**config.mk**
```make
export PLATFORM = sky130hd
export DESIGN_NAME = sale_transaction_engine
export DESIGN_NICKNAME = d
export VERILOG_FILES = /design/src/rtl/sale_transaction_engine.sv
export SDC_FILE = /design/constraint.sdc
export NUM_CORES = 1
export LEC_CHECK = 0
export BUFFER_PORTS_ARGS = -buffer_cell sky130_fd_sc_hd__buf_2
export CORE_ASPECT_RATIO = 1.5
export CORE_MARGIN = 2
export CORE_UTILIZATION = 30
export CTS_CLUSTER_DIAMETER = 50
export DETAILED_ROUTE_END_ITERATION = 10
export PLACE_DENSITY = 0.46
export SLEW_MARGIN = 20
export SYNTH_ARGS = -nofsm -noshare
export SYNTH_HDL_FRONTEND = slang
export SYNTH_SLANG_ARGS = --single-unit
```
**constraint.sdc**
```tcl
create_clock -name CLOCK_50 -period 7.2 [get_ports CLOCK_50]
set_input_delay 0.36 -clock CLOCK_50 [delete_from_list [all_inputs] [get_ports CLOCK_50]]
set_output_delay 0.36 -clock CLOCK_50 [all_outputs]
set_load 0.01 [all_outputs]
```
**src/rtl/sale_transaction_engine.sv**
```systemverilog
// sale_transaction_engine
//   Transaction core for the sale terminal. Resolves operator commands
//   (barcode digits, direct select, quantity, remove, checkout, clear,
//   cancel) into product IDs. It prices each product from a loadable price
//   table and keeps a bounded basket with a saturating running total.
//
// Ports
//   CLOCK_50      system clock
//   RESET         synchronous active-high reset
//   cmd_valid     command strobe; accepted when cmd_valid & cmd_ready
//   cmd_code      0 DIGIT, 1 SELECT, 2 QTY, 3 REMOVE, 4 CHECKOUT,
//                 5 CLEAR, 6 CANCEL, 7 reserved
//   cmd_data      digit / product ID / quantity payload
//   cmd_ready     low only while a line is being added
//   price_we      price table write enable (any state)
//   price_addr    price table address
//   price_data    price written
//   state         0 IDLE, 1 ENTRY, 2 QTY, 3 ADD, 4 CHECKOUT
//   digit_count   barcode digits entered so far
//   barcode_flat  entered digits, digit 0 at the LSBs
//   sel_id        currently selected product
//   highlight     one-hot of sel_id while in QTY/ADD
//   basket_count  number of basket lines
//   total         running total
//   err           one-cycle pulse on a rejected command
//   add_done      one-cycle pulse when a line is appended
module sale_transaction_engine #(
  parameter int DIGITS       = 4,
  parameter int PRODUCTS     = 12,
  parameter int BASKET_DEPTH = 8,
  parameter int QTY_W        = 4,
  parameter int PRICE_W      = 10,
  parameter int TOTAL_W      = 16,
  localparam int ID_W        = $clog2(PRODUCTS),
  localparam int CNT_W       = $clog2(BASKET_DEPTH + 1)
) (
  input  logic                CLOCK_50,
  input  logic                RESET,
  input  logic                cmd_valid,
  input  logic [2:0]          cmd_code,
  input  logic [3:0]          cmd_data,
  output logic                cmd_ready,
  input  logic                price_we,
  input  logic [ID_W-1:0]     price_addr,
  input  logic [PRICE_W-1:0]  price_data,
  output logic [2:0]          state,
  output logic [2:0]          digit_count,
  output logic [4*DIGITS-1:0] barcode_flat,
  output logic [ID_W-1:0]     sel_id,
  output logic [PRODUCTS-1:0] highlight,
  output logic [CNT_W-1:0]    basket_count,
  output logic [TOTAL_W-1:0]  total,
  output logic                err,
  output logic                add_done
);

  localparam int LINE_W = PRICE_W + QTY_W;
  localparam int IDX_W  = $clog2(BASKET_DEPTH);
  localparam int SUM_W  = ((TOTAL_W > LINE_W) ? TOTAL_W : LINE_W) + 1;
  localparam int BC_W   = 4 * DIGITS;

  localparam logic [2:0] C_DIGIT    = 3'd0;
  localparam logic [2:0] C_SELECT   = 3'd1;
  localparam logic [2:0] C_QTY      = 3'd2;
  localparam logic [2:0] C_REMOVE   = 3'd3;
  localparam logic [2:0] C_CHECKOUT = 3'd4;
  localparam logic [2:0] C_CLEAR    = 3'd5;
  localparam logic [2:0] C_CANCEL   = 3'd6;

  typedef enum logic [2:0] {
    S_IDLE     = 3'd0,
    S_ENTRY    = 3'd1,
    S_QTY      = 3'd2,
    S_ADD      = 3'd3,
    S_CHECKOUT = 3'd4
  } state_t;

  // Saturating add; MSB of the result flags that saturation occurred.
  function automatic logic [TOTAL_W:0] sat_add(input logic [TOTAL_W-1:0] a,
                                               input logic [LINE_W-1:0]  b);
    logic [SUM_W-1:0] s;
    s = SUM_W'(a) + SUM_W'(b);
    if (s > SUM_W'({TOTAL_W{1'b1}})) sat_add = {1'b1, {TOTAL_W{1'b1}}};
    else                             sat_add = {1'b0, s[TOTAL_W-1:0]};
  endfunction

  // Subtract with floor at zero (total may have been clipped by sat_add).
  function automatic logic [TOTAL_W-1:0] floor_sub(input logic [TOTAL_W-1:0] a,
                                                   input logic [LINE_W-1:0]  b);
    if (SUM_W'(b) >= SUM_W'(a)) floor_sub = '0;
    else                        floor_sub = TOTAL_W'(SUM_W'(a) - SUM_W'(b));
  endfunction

  state_t                    r_state, w_state;
  logic [2:0]                r_digit_count, w_digit_count;
  logic [BC_W-1:0]           r_barcode, w_barcode, w_bc_new;
  logic [ID_W-1:0]           r_sel_id, w_sel_id;
  logic [QTY_W-1:0]          r_qty, w_qty;
  logic [CNT_W-1:0]          r_count, w_count;
  logic [TOTAL_W-1:0]        r_total, w_total;
  logic                      r_err, w_err;
  logic                      r_add_done, w_add_done;
  logic                      w_push;
  logic [31:0]               w_value;
  logic                      w_last;
  logic                      w_full;
  logic [LINE_W-1:0]         w_line;
  logic [LINE_W-1:0]         w_pop_line;
  logic [TOTAL_W:0]          w_sum;
  logic [TOTAL_W-1:0]        w_sub;
  logic [IDX_W-1:0]          w_wr_idx, w_rd_idx;

  // Price table and basket storage carry no reset; basket validity is r_count.
  logic [PRICE_W-1:0]        r_price  [PRODUCTS];
  logic [ID_W+LINE_W-1:0]    r_basket [BASKET_DEPTH];

  assign w_full     = (r_count == CNT_W'(BASKET_DEPTH));
  assign w_wr_idx   = IDX_W'(r_count);
  assign w_rd_idx   = IDX_W'(r_count - CNT_W'(1));
  // Read sees the table before any write on this same edge, so a write to
  // sel_id during ADD only affects later lines.
  assign w_line     = LINE_W'(r_price[r_sel_id]) * LINE_W'(r_qty);
  assign w_pop_line = r_basket[w_rd_idx][LINE_W-1:0];
  assign w_sum      = sat_add(r_total, w_line);
  assign w_sub      = floor_sub(r_total, w_pop_line);
  assign w_last     = (r_digit_count == 3'(DIGITS - 1));

  // Barcode with the incoming digit placed, and its decimal value (digit 0 most significant).
  always_comb begin
    w_bc_new = r_barcode;
    for (int i = 0; i < DIGITS; i++) begin
      if (i == int'(r_digit_count)) w_bc_new[4*i +: 4] = cmd_data;
    end
    w_value = '0;
    for (int i = 0; i < DIGITS; i++) begin
      w_value = w_value * 32'd10 + 32'(w_bc_new[4*i +: 4]);
    end
  end

  always_comb begin
    w_state       = r_state;
    w_digit_count = r_digit_count;
    w_barcode     = r_barcode;
    w_sel_id      = r_sel_id;
    w_qty         = r_qty;
    w_count       = r_count;
    w_total       = r_total;
    w_err         = 1'b0;
    w_add_done    = 1'b0;
    w_push        = 1'b0;
    if (r_state == S_ADD) begin
      // Commands are not accepted here; cmd_ready is low.
      if (w_full) begin
        w_err = 1'b1;
      end else begin
        w_push     = 1'b1;
        w_count    = r_count + CNT_W'(1);
        w_total    = w_sum[TOTAL_W-1:0];
        w_err      = w_sum[TOTAL_W];
        w_add_done = 1'b1;
      end
      w_state       = S_IDLE;
      w_digit_count = '0;
      w_barcode     = '0;
    end else if (cmd_valid) begin
      case (cmd_code)
        C_DIGIT: begin
          if ((r_state == S_IDLE || r_state == S_ENTRY) && cmd_data <= 4'd9) begin
            if (w_last && w_value >= 32'(PRODUCTS)) begin
              w_err         = 1'b1;
              w_barcode     = '0;
              w_digit_count = '0;
              w_state       = S_IDLE;
            end else begin
              w_barcode     = w_bc_new;
              w_digit_count = r_digit_count + 3'd1;
              if (w_last) begin
                w_sel_id = ID_W'(w_value);
                w_state  = S_QTY;
              end else begin
                w_state  = S_ENTRY;
              end
            end
          end else begin
            w_err = 1'b1;
          end
        end
        C_SELECT: begin
          if (r_state == S_IDLE && 32'(cmd_data) < 32'(PRODUCTS)) begin
            w_sel_id = ID_W'(cmd_data);
            w_state  = S_QTY;
          end else begin
            w_err = 1'b1;
          end
        end
        C_QTY: begin
          if (r_state == S_QTY && cmd_data != 4'd0) begin
            w_qty   = QTY_W'(cmd_data);
            w_state = S_ADD;
          end else begin
            w_err = 1'b1;
          end
        end
        C_REMOVE: begin
          if (r_state == S_IDLE && r_count != '0) begin
            w_count = r_count - CNT_W'(1);
            w_total = w_sub;
          end else begin
            w_err = 1'b1;
          end
        end
        C_CHECKOUT: begin
          if (r_state == S_IDLE && r_count != '0) w_state = S_CHECKOUT;
          else                                    w_err   = 1'b1;
        end
        C_CLEAR: begin
          if (r_state == S_CHECKOUT) begin
            w_count = '0;
            w_total = '0;
            w_state = S_IDLE;
          end else begin
            w_err = 1'b1;
          end
        end
        C_CANCEL: begin
          if (r_state == S_ENTRY || r_state == S_QTY) begin
            w_digit_count = '0;
            w_barcode     = '0;
            w_sel_id      = '0;
            w_state       = S_IDLE;
          end else if (r_state != S_IDLE) begin
            w_err = 1'b1;
          end
        end
        default: w_err = 1'b1;
      endcase
    end
  end

  always_ff @(posedge CLOCK_50) begin
    if (RESET) begin
      r_state       <= S_IDLE;
      r_digit_count <= '0;
      r_barcode     <= '0;
      r_sel_id      <= '0;
      r_qty         <= '0;
      r_count       <= '0;
      r_total       <= '0;
      r_err         <= 1'b0;
      r_add_done    <= 1'b0;
    end else begin
      r_state       <= w_state;
      r_digit_count <= w_digit_count;
      r_barcode     <= w_barcode;
      r_sel_id      <= w_sel_id;
      r_qty         <= w_qty;
      r_count       <= w_count;
      r_total       <= w_total;
      r_err         <= w_err;
      r_add_done    <= w_add_done;
    end
  end

  always_ff @(posedge CLOCK_50) begin
    if (price_we && 32'(price_addr) < 32'(PRODUCTS)) r_price[price_addr] <= price_data;
    if (w_push && !RESET) r_basket[w_wr_idx] <= {r_sel_id, w_line};
  end

  assign cmd_ready    = (r_state != S_ADD);
  assign state        = r_state;
  assign digit_count  = r_digit_count;
  assign barcode_flat = r_barcode;
  assign sel_id       = r_sel_id;
  assign highlight    = (r_state == S_QTY || r_state == S_ADD) ?
                        (PRODUCTS'(1) << r_sel_id) : '0;
  assign basket_count = r_count;
  assign total        = r_total;
  assign err          = r_err;
  assign add_done     = r_add_done;

endmodule
```
### Word level (Yosys, flattened, before mapping)

Memory sizes are Yosys's and may differ from the RTL's. A register that Yosys moved wholly into a read port is not among the register bits.
Index checks and enable logic that the tools add are counted.
Widths: inputs -> output; s select.

* div/mod/pow operators: 0
* shifts and indexed selects: 1
* add/sub/neg operators: 8
* eq/ne operators: 27
* bitwise logic cells: 1
* reductions and logical operators: 29
* multiply operators: 4
* magnitude comparators: 6
* muxes and demuxes: 61

Operator list (number)
* $mux 16: 9
* $mux 4: 16
* $pmux 16 s2: 2
* $mux 3: 8
* $add 18x4->19: 1
* $ge 19x4->1 const B: 1
* $ne 2x2->1 const B: 9
* $pmux 3 s6: 1
* $add 16x14->17: 1
* $gt 17x16->1 const B: 1
* $mul 14x3->17 const B: 1
* $mux 1: 17
* $mux 17: 1
* $ge 14x16->1: 1
* $reduce_and 8->1: 2
* $sub 16x14->16: 1
* $eq 3x2->1 const B: 5
* $add 13x4->14: 1
* $mul 10x4->14: 1
* $eq 3x3->1 const B: 4
* $mul 9x3->12 const B: 1
* $mux 12: 1
* $pmux 4 s3: 1
* $shl 1x4->12 const A: 1
* other kinds (29): 50

* word-level logic and storage cells: 148
* memory bits (read-only): 0
* memories: 2
* register bits: 52
* latch bits: 0
* memory bits (writable): 264

Memory list
* r_basket: depth 8, width 18, rd ports 1, clocked after memory_dff 0, write ports 1, line 115 `logic [ID_W+LINE_W-1:0] r_basket [BASKET_DEPTH];`
* r_price: depth 12, width 10, rd ports 1, clocked after memory_dff 1, write ports 1, line 114 `logic [PRICE_W-1:0] r_price [PRODUCTS];`

### Depth between registers and ports, before layout

* depth in word-level cells: 15
* gate-level depth with buffers: 29
* gate-level depth less buffers: 29

### Worst setup path before layout

Ideal clock, no wire load.

* path kind: register -> register
* start point: reg r_digit_count[0] (netlist: digit_count[0])
* end point: reg (tool-made name)
* cell stages (with the launch flop): 30
* period minus slack after synthesis: 6.912 ns
* setup time: 0.116 ns
* path buffers: 0
* arrival time: 6.796 ns
* slack: 0.288 ns
* cells stage by stage: dfxtp_1 inv_1 ha_1 nor2b_4 mux2i_2 inv_1 ha_1 ha_1 fa_1 nand3_1 mux2i_1 a32o_1 ha_1 ha_1 nand3_1 o2111ai_2 xor2_1 and3_1 xnor2_1 inv_1 ha_1 ha_1 o21ai_1 a22oi_2 or4_1 nand3_1 nand4b_1 a2111oi_4 o21ai_2 o41ai_1

RTL lines
* start: declaration: line 95 `logic [2:0] r_digit_count, w_digit_count;`
* start signal: assignment: line 253 `r_digit_count <= w_digit_count;`

==> summary.txt <==
Run status
  – Status: finished clean

Place
  – Dpl hpwl: 31700 microns
  – GP Congestion: 0.852
  – PortBufs: 85
  – Area of placed instances: 0.0178 sq mm
  – Placed Cells: 2102

Yosys
  – Area contributors post-synth: edfxtp_1, ha_1, mux4_2
  – Synth async-reset ratio: 0%
  – Post-Syn Area: 0.0162 sq mm
  – Number of synthesized flops with an enable pin: 232
  – Area leader, netlist: edfxtp_1
  – YS warnings: 0
  – Synth Register Bits: 288
  – Mapped Cells: 1322
  – Post-synth top flop: edfxtp_1
  – Most frequent cell after synthesis: edfxtp_1
  – Area share of the largest cell type after synthesis: 42.9%
  – Sequential share of the synthesized area: 49.8%
  – Top post-synthesis cells by count: edfxtp_1, nor2_1, ha_1
  – Post-synthesis cell type count: 84
  – Post-Syn Area per Cell: 12.3 sq um
  – Post-Syn Nets: 1476

Worst setup path
  – CP dominant cell by count: ha_4
  – R2r setup slk: 0.29 ns
  – Worst r2r src: digit_count[1]
  – Slowest CP cell: fa_2
  – Worst Path Required: 7.61 ns
  – CP Data Arrival Time: 7.33 ns
  – Critical path type: reg2reg
  – Worst-path fanout max: 5
  – Critical path launch point type: register
  – Register-to-Register Path Depth: 29
  – Crit end category: register
  – Max incr delay on CP: 0.68 ns

Min path
  – Worst Hold Class: in2reg
  – Hold Crit Start: price_data[8]
  – Min-Delay Path Depth: 1
  – Worst Hold End: r_price[2][8]

Global route
  – Initial antenna violation count: 1
  – Largest net degree at the start of global routing: 40
  – First-pass GRT wire length: 65800 microns
  – GRT Resource Usage Total: 15.2%
  – GRT overflow: 0
  – Vias in the first global route: 11356

Timing
  – Fin. Hold Viols: 0
  – Tcrit/Tclk final: 96.0%
  – Setup violators final: 0
  – Post-route minimum period: 6.91 ns
  – Worst Skew: 0.0219 ns
  – Worst-margin pin slew: 1.09 ns
  – Max transition margin: 27.2%
  – Slew Limit Fails: 0
  – Setup TNS: 0 ns
  – Hold_ws: 0.173 ns
  – Achievable Freq: 145 MHz

Layout
  – Nets@finish: 1615
  – Layout Area Growth over Synthesis: 20.5%
  – Fillers: 5290
  – Share of cells above drive strength 1: 24.8%
  – Post-route cell area: 0.0196 sq mm
  – Number of antenna diodes: 0
  – Cell Count, Final, Fillers Out: 2178

Route
  – 1st-iter DRT viols: 419
  – Vias/cell: 5.11
  – # DRC: 0
  – Pre-antenna DRT Iters: 4
  – Number of routed nets with antenna violations: 0
  – Total Wirelength: 43100 microns
  – Drt wl/cell: 19.8 microns
  – Vias: 11140

Pwr
  – Power density over the cells: 261 mW/mm^2
  – Leak: 7.12 nW
  – Worst vdd ir: 153 uV
  – Overall power: 5.11 mW

Clock tree
  – Sink Count: 288
  – CTS tree: done
  – Worst-path clk slew: 0.06 ns
  – Max Root-Sink Buffers: 3
  – CTS buffer count: 36
  – Latest clock arrival within the worst-skew pair: 0.53 ns
  – Max H-tree Level: 2
  – Clk root buf: clkbuf_16

Job
  – Max_cap viols: 0

Floorplanning
  – Core Area: 0.0536 sq mm
  – Starting Density: 30.3%
  – Boundary Pins: 86
  – Die Y: 289 microns
  – Die width: 194 microns
  – # rows: 104
  – DIE AREA: 0.0560 sq mm
-- area by class of cell --
class	instances	area [sq um]	area share (%)
clock buffer	41	962	4.92
clock inverter	25	267	1.36
inverter	63	236	1.21
multi-input combinational	920	8180	41.8
sequential	288	8090	41.4
tap	689	862	4.41
timing repair buffer	152	966	4.94
-- how the worst max path moves through the flow --
stage                         startpoint       end  slack (ns)
final                     digit_count[1]  register        0.29
after global routing      digit_count[0]  register      -0.008
after CTS                 digit_count[0]  register       0.001
after detailed placement  digit_count[0]  register       -0.11
after global placement    digit_count[0]  register       -0.06
after floorplan           digit_count[0]  register        0.29
-- routing by layer --
metal	vias to the layer above	global-route usage (%)	wire (microns)
met1	5582	16.8	16900
met3	55	1.98	1430
met4	0	4.49	1110
met2	209	29.9	23600
met5	-	0	0
li1	5294	-	-
-- cell usage in the layout, fill, tap and decap left out, types with 7 or more instances in the layout --
master | Yosys | final
xnor2_1 | 32 | 24
inv_1 | 63 | 60
a21oi_1 | 60 | 59
o21a_1 | 12 | 12
o211ai_1 | 8 | 8
a21boi_0 | 10 | 7
clkbuf_16 | 0 | 38
buf_2 | 3 | 85
nand3_1 | 18 | 15
a31oi_1 | 11 | 11
or3_1 | 8 | 7
o21ai_0 | 53 | 52
nor2_1 | 117 | 112
edfxtp_1 | 232 | 232
nand4_1 | 8 | 8
xor2_1 | 20 | 15
o21bai_1 | 8 | 8
fa_1 | 24 | 21
mux4_2 | 58 | 58
mux2_2 | 15 | 12
a21o_1 | 18 | 18
nand2_1 | 97 | 95
nand2b_1 | 17 | 17
nor2b_1 | 21 | 21
ha_1 | 105 | 91
a211oi_1 | 21 | 20
a32o_1 | 16 | 15
dfxtp_1 | 56 | 53
mux2i_1 | 34 | 34
nor3_1 | 23 | 20
buf_4 | 0 | 64
and2_1 | 11 | 11
ha_4 | 0 | 12
-- power by group --
group,switching [mW],internal (mW)
Clock,0.749,1.09
Sequential,0.0190,1.81
Combinational,0.785,0.656
-- logic make-up after synthesis --
| group | synth area share, % |
|---|---|
| flip-flops | 49.8 |
| AO/OA/AOI/OAI | 11.6 |
| multiplexers | 11.4 |
| other | 0.0231 |
| AND/OR/NAND/NOR | 10.7 |
| buffers and inverters | 2.66 |
| XOR/XNOR | 2.81 |
| adder cells (fa/ha/maj) | 11.1 |
-- flip-flops by register name, indices dropped and copies added (netlist names), 3 cells and up, named ones only --
register,count
r_price,120
r_basket,112
barcode_flat,16
total,16
basket_count,4
r_qty,4
sel_id,4
digit_count,3
state,3
-- critical path, delay by kind of cell (launching register included) --
family / cells / cell delay (ns)
simple gates: 7 / 1.57
fa+ha+maj: 8 / 2.23
flops: 1 / 0.31
compound gates: 7 / 1.67
xor+xnor: 2 / 0.39
buf+inv: 3 / 0.22
mux: 2 / 0.40
-- per-stage QoR --
step	util [%]	setup slack [ns]
global route	36.5	-0.00754
CTS	35.6	0.000962
finish	36.5	0.287
global placement	33.2	-0.0570
floorplan	-	0.288
detailed placement	33.2	-0.106
-- timing repair --
item / CTS / global route
endpoints found under the setup margin: 8 / 45
buffers inserted: 1 / 9
pin swaps: 2 / 27
gates resized for setup: 5 / 69
gates cloned: 0 / 0
hold buffers: 0 / 0
(Power assumes the default switching activity.)
